$ cat src/rtl/instr_decode_queue.sv
// instr_decode_queue
//   Buffers fetched 32-bit instructions in a DEPTH-entry FIFO and decodes the
//   head entry into a registered output stage (fields, extended immediate,
//   instruction class). Valid/ready handshakes on both sides, plus flush.
//
// Optional feature macro: INSTR_DECODE_ILLEGAL_EN
//   Defined   : only opcode 000000 is R; unrecognised opcodes decode as class 11
//               with out_illegal=1 and all fields zero.
//   Undefined : unrecognised opcodes decode as R; out_illegal is tied to 0.
//
// Ports
//   clk, rst (sync, active-high), flush
//   in_valid/in_ready/in_instr/in_pc              : fetch side
//   out_valid/out_ready                           : consumer handshake
//   out_pc, out_opcode, out_rs, out_rt, out_rd,
//   out_shamt, out_funct, out_imm, out_addr_j,
//   out_class (00 R, 01 I, 10 J, 11 illegal),
//   out_illegal                                   : decoded output register
//   count                                         : FIFO occupancy (excl. output reg)
module instr_decode_queue #(
   parameter int unsigned DEPTH  = 4,
   parameter int unsigned PC_W   = 32,
   parameter int unsigned DATA_W = 32
) (
   input  logic                             clk,
   input  logic                             rst,
   input  logic                             flush,
   input  logic                             in_valid,
   output logic                             in_ready,
   input  logic [31:0]                      in_instr,
   input  logic [PC_W-1:0]                  in_pc,
   output logic                             out_valid,
   input  logic                             out_ready,
   output logic [PC_W-1:0]                  out_pc,
   output logic [5:0]                       out_opcode,
   output logic [4:0]                       out_rs,
   output logic [4:0]                       out_rt,
   output logic [4:0]                       out_rd,
   output logic [4:0]                       out_shamt,
   output logic [5:0]                       out_funct,
   output logic [DATA_W-1:0]                out_imm,
   output logic [25:0]                      out_addr_j,
   output logic [1:0]                       out_class,
   output logic                             out_illegal,
   output logic [$clog2(DEPTH+1)-1:0]       count
);

   localparam int unsigned PTR_W = $clog2(DEPTH);
   localparam int unsigned CNT_W = $clog2(DEPTH + 1);
   localparam logic [CNT_W-1:0] CNT_FULL = CNT_W'(DEPTH);

   localparam logic [1:0] CLS_R   = 2'b00;
   localparam logic [1:0] CLS_I   = 2'b01;
   localparam logic [1:0] CLS_J   = 2'b10;
   localparam logic [1:0] CLS_ILL = 2'b11;

   // FIFO storage and pointers
   logic [31:0]      mem_instr [DEPTH];
   logic [PC_W-1:0]  mem_pc    [DEPTH];
   logic [PTR_W-1:0] rd_ptr_q, wr_ptr_q;
   logic [CNT_W-1:0] cnt_q;

   // Output register
   logic              out_valid_q;
   logic [PC_W-1:0]   out_pc_q;
   logic [5:0]        out_opcode_q;
   logic [4:0]        out_rs_q, out_rt_q, out_rd_q, out_shamt_q;
   logic [5:0]        out_funct_q;
   logic [DATA_W-1:0] out_imm_q;
   logic [25:0]       out_addr_j_q;
   logic [1:0]        out_class_q;
   logic              out_illegal_q;

   // Handshake / control
   logic accept, load, fifo_nonempty, pop, push, bypass;

   assign fifo_nonempty = (cnt_q != '0);
   assign in_ready      = (cnt_q < CNT_FULL) && !flush;
   assign accept        = in_valid && in_ready;
   assign load          = !out_valid_q || out_ready;
   assign pop           = load && fifo_nonempty;
   // Bypass only when the FIFO is empty, so ordering is preserved.
   assign bypass        = load && !fifo_nonempty && accept;
   assign push          = accept && !bypass;

   // Decode source: FIFO head when occupied, otherwise the incoming instruction.
   logic [31:0]       src_instr;
   logic [PC_W-1:0]   src_pc;
   logic [5:0]        opc;
   logic              is_j, is_i, is_zext, is_r, is_ill;
   logic [4:0]        dec_rs, dec_rt, dec_rd, dec_shamt;
   logic [5:0]        dec_funct;
   logic [DATA_W-1:0] dec_imm;
   logic [25:0]       dec_addr_j;
   logic [1:0]        dec_class;

   assign src_instr = fifo_nonempty ? mem_instr[rd_ptr_q] : in_instr;
   assign src_pc    = fifo_nonempty ? mem_pc[rd_ptr_q]    : in_pc;
   assign opc       = src_instr[31:26];

   always_comb begin
      is_j    = (opc == 6'b010100) || (opc == 6'b010110);
      is_i    = (opc == 6'b000100) || (opc == 6'b000101) || (opc == 6'b001000) ||
                (opc == 6'b001001) || (opc == 6'b001100) || (opc == 6'b001101) ||
                (opc == 6'b011000);
      is_zext = (opc == 6'b001100) || (opc == 6'b001101);
`ifdef INSTR_DECODE_ILLEGAL_EN
      is_r    = (opc == 6'b000000);
      is_ill  = !(is_j || is_i || is_r);
`else
      is_r    = !(is_j || is_i);
      is_ill  = 1'b0;
`endif

      // Inapplicable fields are forced to zero.
      dec_rs     = '0;
      dec_rt     = '0;
      dec_rd     = '0;
      dec_shamt  = '0;
      dec_funct  = '0;
      dec_imm    = '0;
      dec_addr_j = '0;
      dec_class  = CLS_ILL;

      if (is_j) begin
         dec_class  = CLS_J;
         dec_addr_j = src_instr[25:0];
      end else if (is_i) begin
         dec_class = CLS_I;
         dec_rs    = src_instr[25:21];
         dec_rt    = src_instr[20:16];
         if (is_zext) dec_imm = DATA_W'(src_instr[15:0]);
         else         dec_imm = DATA_W'($signed(src_instr[15:0]));
      end else if (is_r) begin
         dec_class = CLS_R;
         dec_rs    = src_instr[25:21];
         dec_rt    = src_instr[20:16];
         dec_rd    = src_instr[15:11];
         dec_shamt = src_instr[10:6];
         dec_funct = src_instr[5:0];
      end
   end

   // FIFO data: no reset needed, validity is tracked by cnt_q.
   always_ff @(posedge clk) begin
      if (push) begin
         mem_instr[wr_ptr_q] <= in_instr;
         mem_pc[wr_ptr_q]    <= in_pc;
      end
   end

   // FIFO pointers and occupancy; DEPTH is a power of two so pointers wrap naturally.
   always_ff @(posedge clk) begin
      if (rst || flush) begin
         rd_ptr_q <= '0;
         wr_ptr_q <= '0;
         cnt_q    <= '0;
      end else begin
         if (push) wr_ptr_q <= wr_ptr_q + PTR_W'(1);
         if (pop)  rd_ptr_q <= rd_ptr_q + PTR_W'(1);
         if (push && !pop)      cnt_q <= cnt_q + CNT_W'(1);
         else if (pop && !push) cnt_q <= cnt_q - CNT_W'(1);
      end
   end

   // Output register. Flush only drops validity; reset also clears the fields.
   always_ff @(posedge clk) begin
      if (rst) begin
         out_valid_q   <= 1'b0;
         out_pc_q      <= '0;
         out_opcode_q  <= '0;
         out_rs_q      <= '0;
         out_rt_q      <= '0;
         out_rd_q      <= '0;
         out_shamt_q   <= '0;
         out_funct_q   <= '0;
         out_imm_q     <= '0;
         out_addr_j_q  <= '0;
         out_class_q   <= CLS_R;
         out_illegal_q <= 1'b0;
      end else if (flush) begin
         out_valid_q <= 1'b0;
      end else if (load) begin
         if (fifo_nonempty || accept) begin
            out_valid_q   <= 1'b1;
            out_pc_q      <= src_pc;
            out_opcode_q  <= opc;
            out_rs_q      <= dec_rs;
            out_rt_q      <= dec_rt;
            out_rd_q      <= dec_rd;
            out_shamt_q   <= dec_shamt;
            out_funct_q   <= dec_funct;
            out_imm_q     <= dec_imm;
            out_addr_j_q  <= dec_addr_j;
            out_class_q   <= dec_class;
            out_illegal_q <= is_ill;
         end else begin
            out_valid_q <= 1'b0;
         end
      end
   end

   assign out_valid  = out_valid_q;
   assign out_pc     = out_pc_q;
   assign out_opcode = out_opcode_q;
   assign out_rs     = out_rs_q;
   assign out_rt     = out_rt_q;
   assign out_rd     = out_rd_q;
   assign out_shamt  = out_shamt_q;
   assign out_funct  = out_funct_q;
   assign out_imm    = out_imm_q;
   assign out_addr_j = out_addr_j_q;
   assign out_class  = out_class_q;
   assign count      = cnt_q;
`ifdef INSTR_DECODE_ILLEGAL_EN
   assign out_illegal = out_illegal_q;
`else
   assign out_illegal = 1'b0;
   logic unused_illegal;
   assign unused_illegal = out_illegal_q;
`endif

endmodule

$ cat config.mk
export PLATFORM = sky130hd
export DESIGN_NAME = instr_decode_queue
export DESIGN_NICKNAME = d
export VERILOG_FILES = /design/src/rtl/instr_decode_queue.sv
export SDC_FILE = /design/constraint.sdc
export NUM_CORES = 1
export LEC_CHECK = 0
export BUFFER_PORTS_ARGS = -buffer_cell sky130_fd_sc_hd__buf_2
export CORE_AREA = 10 10 230 232
export DETAILED_ROUTE_END_ITERATION = 16
export DIE_AREA = 0 0 240 242
export HOLD_SLACK_MARGIN = 0.12
export PLACE_DENSITY = 0.46
export RECOVER_POWER = 100
export SLEW_MARGIN = 30
export SYNTH_ARGS = -nofsm -noshare
export SYNTH_HDL_FRONTEND = slang
export SYNTH_SLANG_ARGS = --single-unit
$ cat constraint.sdc
create_clock -name clk -period 7 [get_ports clk]
set_input_delay 0.35 -clock clk [delete_from_list [all_inputs] [get_ports clk]]
set_output_delay 0.35 -clock clk [all_outputs]
set_load 0.03 [all_outputs]
# ---- Yosys cells after proc, flatten, opt, wreduce, memory -nomap -nowiden
# Memories as Yosys holds them, arrays and structs flattened. A register that Yosys moved wholly into a read port is not among the register bits.
# Index checks and enable logic that the tools add are counted.
dict set report word_totals {
  regBits 132
  ram_bits 256
  elab_cells 94
  mem_count 2
  output_inout_bits 130
}
# memory words word_bits rd rd_clocked_by_memory_dff write_ports line_no
set memory_table {}
lappend memory_table {mem_instr 4 32 1 1 1 58} ;# logic [31:0] mem_instr [DEPTH];
lappend memory_table {mem_pc 4 32 1 1 1 59} ;# logic [PC_W-1:0] mem_pc [DEPTH];
dict set report op_classes {
  addsub 4
  n_reduce_logical 30
  mux 33
  eq_ne 9
  bitwise_logic 1
  n_lt_le_gt_ge 1
}
# cell n
set ops {}
lappend ops {{2-to-1 mux 32 bit} 5}
lappend ops {{2-to-1 mux 5 bit} 12}
lappend ops {{2-to-1 mux 26 bit} 1}
lappend ops {{equality test 6 x 4 -> 1 bit, second input constant} 4}
lappend ops {{equality test 6 x 5 -> 1 bit, second input constant} 3}
lappend ops {{2-to-1 mux 6 bit} 3}
lappend ops {{2-to-1 mux 2 bit} 7}
lappend ops {{equality test 6 x 3 -> 1 bit, second input constant} 2}
lappend ops {{logical OR 1 bit} 12}
lappend ops {{logical AND 1 bit} 8}
lappend ops {{logical NOT 1 bit} 6}
lappend ops {{2-to-1 mux 3 bit} 2}
lappend ops {{adder 2 x 1 -> 2 bit, second input constant} 2}
lappend ops {{adder 3 x 1 -> 3 bit, second input constant} 1}
lappend ops {{< comparator 3 bit, second input constant} 1}
lappend ops {{2-to-1 mux 1 bit} 3}
lappend ops {{AND reduction 3 bit} 1}
lappend ops {{nonzero test 3 bit} 1}
lappend ops {{subtractor 3 x 1 -> 3 bit, second input constant} 1}
lappend ops {{nonzero test 2 bit} 1}
lappend ops {{OR reduction 2 bit} 1}
lappend ops {{NOT 1 bit} 1}

# ---- Depth between registers and ports, before layout
dict set report depth {
  word_depth 13
  mapped_depth 12
  mapped_depth_nobuf 9
}

# ---- Worst setup path before layout
# Ideal clock, no wire load.
dict set report synth_path {
  kind {register -> register}
  startpoint {reg cnt_q[0], in the netlist count[0]}
  endpoint {mem mem_instr[0][0] (enable)}
  setup_slack_ns 3.205
  synth_period_minus_slack_ns 3.795
  required_time_ns 6.571
  arrival_ns 3.366
  n_path_buf 3
  setup_ns 0.429
  path_stages_with_launch 8
  cell_sequence {dfxtp_1 or3_1 buf_4 buf_2 buf_2 nor2_1 nor2_1 and2_1}
}
dict set report synth_via {
  elab_chain_cells 8
  elab_cells_between_ends 11
  cone_classes {1 x order compare; 2 x mux; 8 x reduce/logical}
}
# element line_no
set synth_rtl {}
lappend synth_rtl {{start, declared} 61} ;# logic [CNT_W-1:0] cnt_q;
lappend synth_rtl {{start signal, assigned} 161} ;# if (push && !pop) cnt_q <= cnt_q + CNT_W'(1);
lappend synth_rtl {{start signal, assigned} 162} ;# else if (pop && !push) cnt_q <= cnt_q - CNT_W'(1);
lappend synth_rtl {{< comparator 3 bit / nonzero test 3 bit (equally long branches)} {78, 77}}
lappend synth_rtl {{logical AND 1 bit / logical NOT 1 bit (equally long branches)} {78, 83}}
lappend synth_rtl {{logical AND 1 bit, on equally long branches} {79, 83}}
lappend synth_rtl {{logical AND 1 bit} 83} ;# assign bypass = load && !fifo_nonempty && accept;
lappend synth_rtl {{logical NOT 1 bit} 84} ;# assign push = accept && !bypass;
lappend synth_rtl {{logical AND 1 bit *} 84}
lappend synth_rtl {{net push} 75} ;# logic accept, load, fifo_nonempty, pop, push, bypass;
lappend synth_rtl {{2-to-1 mux 1 bit *} 146} ;# if (push) begin
lappend synth_rtl {{2-to-1 mux 1 bit (implied by the code) *} 147} ;# mem_instr[wr_ptr_q] <= in_instr;
lappend synth_rtl {{end, declared} 58}
# The timed path passes the listed nets; every way through them passes the cells marked *.

# ---- Worst setup path after layout
dict set report layout_path {
  startpoint {reg cnt_q[0], in the netlist count[0]}
  endpoint {reg out_shamt_q[2], in the netlist out_shamt[2]}
}
dict set report layout_via {
  elab_chain_cells 13
  elab_cells_between_ends 27
  cone_classes {1 x order compare; 9 x eq/ne; 4 x mux; 13 x reduce/logical}
}
# element line_no
set layout_rtl {}
lappend layout_rtl {{nonzero test 3 bit} 77} ;# assign fifo_nonempty = (cnt_q != '0);
lappend layout_rtl {{2-to-1 mux 32 bit} 97} ;# assign src_instr = fifo_nonempty ? mem_instr[rd_ptr_q] : in_instr;
lappend layout_rtl {{equality test 6 x 3 -> 1 bit} 103} ;# is_i = (opc == 6'b000100) || (opc == 6'b000101) || (opc == 6'b001000) ||
lappend layout_rtl {{logical OR 1 bit (3 in a row)} 103}
lappend layout_rtl {{logical OR 1 bit (3 in a row)} 104} ;# (opc == 6'b001001) || (opc == 6'b001100) || (opc == 6'b001101) ||
lappend layout_rtl {{logical OR 1 bit} 111} ;# is_r = !(is_j || is_i);
lappend layout_rtl {{2-to-1 mux 5 bit} 134} ;# end else if (is_r) begin
lappend layout_rtl {{2-to-1 mux 5 bit} 128} ;# end else if (is_i) begin
lappend layout_rtl {{2-to-1 mux 5 bit} 125} ;# if (is_j) begin
lappend layout_rtl {{end signal, assigned} 191} ;# out_shamt_q <= dec_shamt;
lappend layout_rtl {{end, declared} 67} ;# logic [4:0] out_rs_q, out_rt_q, out_rd_q, out_shamt_q;
# Parallel ways exist; a longest one is shown, timed or not.
# A chain may end at the register's enable or synchronous reset.

==> results_dict.tcl <==
set metrics [dict create \
    portBuffers 197 \
    cts_buffers 43 \
    num-fill-cells 4685 \
    synth_edf_count 256 \
    grt_pass1_vias 9173 \
    gr-total-overflow 0 \
    yosysTopAreaCell "edfxtp_1" \
    start_kind "flip-flop" \
    synthCells 938 \
    reg2reg_from "count[0]" \
    final.period_utilization_pct 72.3 \
    crit_start "count[0]" \
    cts_tree "yes" \
    cts_buffer_depth 3 \
    grt_max_degree 80 \
    grt_pass1_wl_um 57700 \
    die_area_um2 58100 \
    whs_ns 0.183 \
    chipWidth_um 240 \
    regArea_um2 10100 \
    ant_nets 0 \
    ys_types 47 \
    p_per_area_nw_per_um2 420 \
    cts_sinks 375 \
    path_max_fanout 36 \
    vias 8673 \
    ir_worst_vdd_mv 0.237 \
    gp_congestion 0.695 \
    cts_resized 0 \
    syn_avg_cell_area_um2 15.2 \
    yosys_register_bits 375 \
    via_per_inst 4.72 \
    worstSkewPairLatency_ns 0.56 \
    ios 199 \
    final-setup-viol-count 0 \
    hold_path_class "input pin to flip-flop" \
    multi_input_area_um2 3800 \
    cts_root_buffer "clkbuf_16" \
    worst-setup-path-type "flip-flop to flip-flop" \
    area_growth_pct 23.0 \
    grt_use_met2_pct 20.3 \
    power.leakage_nw 5.61 \
    clkTransAtPathRegs_ns 0.06 \
    seq_area_frac_synth_pct 70.5 \
    outcome "complete, but fails checks" \
    antenna_found_initial 3 \
    busiest_layer "met2" \
    use_met1_pct 17.3 \
    final_hold_viol_count 0 \
    worstPathArrival_ns 5.55 \
    htree_num_levels 2 \
    failed_checks "max-capacitance violations, max-slew violations" \
    drc_errors 0 \
    syn_area_um2 14300 \
    async_reset_ff_share_pct 0 \
    required_ns 7.49 \
    drt-wirelength-per-cell_um 20.6 \
    relSlewSlack_pct -127 \
    drive_gt1_share_pct 12.4 \
    finalMaxSlewViolations 71 \
    fmax_mhz 198 \
    drt_iter0_markers 567 \
    die_y_um 242 \
    fin_skew_ns 0.0198 \
    grt_use_met3_pct 3.13 \
    drv_cap 2 \
    rows 81 \
    ys.flop_type "edfxtp_1" \
    n_antenna_cell 0 \
    synth.top_cells.by_area "edfxtp_1 54%, dfxtp_1 17%, mux4_2 9.8%" \
    fin_nets 1256 \
    tightest_slew_ns 3.41 \
    grt_util_all_layers_pct 12.9 \
    wl_um 37900 \
    start_util_pct 29.5 \
    crit_path_end_kind "flip-flop" \
    drt_pass1_iterations 5 \
    yosys_warnings 0 \
    synth_top_cell_area_share_pct 53.8 \
    fin_setup_tns_ns 0 \
    place_hpwl_um 23100 \
    fin_crit_ns 5.06 \
    synth_nets 1013 \
    core_um2 48400 \
    holdCritStartpoint "rst" \
    rsz0062_at_grt "false" \
]
## critical path, cell delays in order, from the launching register on
cell	delay, ns
dfxtp_1	0.43
or3_1	1.33
buf_4	0.65
nor4b_1	0.12
o211ai_1	0.96
nand3b_1	0.69
nor2_4	0.60
a22o_1	0.20
## final cells by class
cell class | count | area share, %
clock buffer | 68 | 7.28
clock inverter | 10 | 0.727
inverter | 4 | 0.0855
multi-input combinational | 484 | 21.7
sequential | 375 | 57.4
tap | 622 | 4.43
timing repair buffer | 273 | 8.42
## worst paths after layout
check                                       to  slack (ns)  depth (start not counted)
worst max-delay path              out_shamt[2]        1.94                          7
worst min-delay path            out_addr_j[22]        0.18                          2
worst max register to register    out_shamt[2]        1.94                          7
worst min register to register     out_imm[14]        0.46                          2
## report_power, final
part	switching (mW)	internal (mW)	total [mW]
clock	0.873	1.36	2.23
combinational	1.58	0.718	2.30
sequential	0.188	2.66	2.85
## cell usage in the layout, fill, tap and decap left out, types with 4 or more instances in the layout
cell and n:
a21oi_1 28, a22o_1 17, a22oi_1 16, a311oi_1 34, and2_4 4, buf_4 11, clkbuf_1 211, clkbuf_16 46
clkbuf_8 4, clkinv_1 4, dfxtp_1 117, dlygate4sd3_1 64, edfxtp_1 256, ha_1 5, inv_1 4, mux2i_1 16
mux4_2 62, nand2_1 155, nand3_1 15, nor2_1 68, nor3_1 6, o21ai_0 11, or3_1 12
## sequential cells by signal, indices dropped and copies added (netlist names), named ones only
name and cells:
mem_instr 128, mem_pc 128, out_pc 32, out_addr_j 26
out_imm 17, out_funct 6, out_opcode 6, out_rd 5
out_rs 5, out_rt 5, out_shamt 5, count 3
out_class 2, rd_ptr_q 2, wr_ptr_q 2, out_valid 1
## cell usage after synthesis, types with 2 or more instances
master      n
edfxtp_1  256
nand2_1   155
dfxtp_1   119
nor2_1     69
mux4_2     62
clkbuf_1   40
a311oi_1   34
a21oi_1    28
buf_4      18
a22o_1     17
a22oi_1    16
nand3_1    15
mux2i_1    14
buf_2      12
or3_1      12
o21ai_0    11
and2_1      5
ha_1        5
nor3_1      5
a211oi_1    4
inv_1       4
buf_6       3
xnor2_1     3
xor2_1      3
a211o_1     2
buf_1       2
mux2i_4     2
mux4_1      2
nand3b_1    2
## cell families (layout without fill, tap and decap cells)
logic type | Yosys count | in the layout | synth area share, %
other | 1 | 1 | 0.0263
muxes | 81 | 81 | 11.6
DFF | 375 | 375 | 70.5
adders and majority gates | 6 | 6 | 0.578
and+or+nand+nor | 272 | 272 | 7.99
buffers and inverters | 79 | 355 | 2.81
xor gates and xnor gates | 6 | 6 | 0.368
AOI/OAI and AO/OA | 118 | 118 | 6.14
## per-layer routing
layer | wire length, µm | vias up
met5 | 28 | -
met1 | 17300 | 4356
li1 | - | 4034
met3 | 2300 | 54
met4 | 703 | 6
met2 | 17600 | 223
## timing repair
| action | in CTS | in global routing |
|---|---|---|
| hold buffers | 64 | 0 |
| hold endpoints to repair | 290 | 0 |
| buffers inserted | 0 | 0 |
## per-stage QoR
stage,worst slack (ns),total power [mW],utilization (%),instances,cell area (µm²)
2_1_floorplan,3.21,4.52,-,938,14300
3_3_place_gp,3.25,5.27,32.6,1693,15800
3_5_place_dp,3.19,5.28,32.6,1693,15800
4_1_cts,3.16,7.59,36.8,1835,17800
5_1_grt,1.54,7.81,36.2,1836,17600
6_report,1.94,7.38,36.2,1836,17600
(Power assumes the default switching activity.)
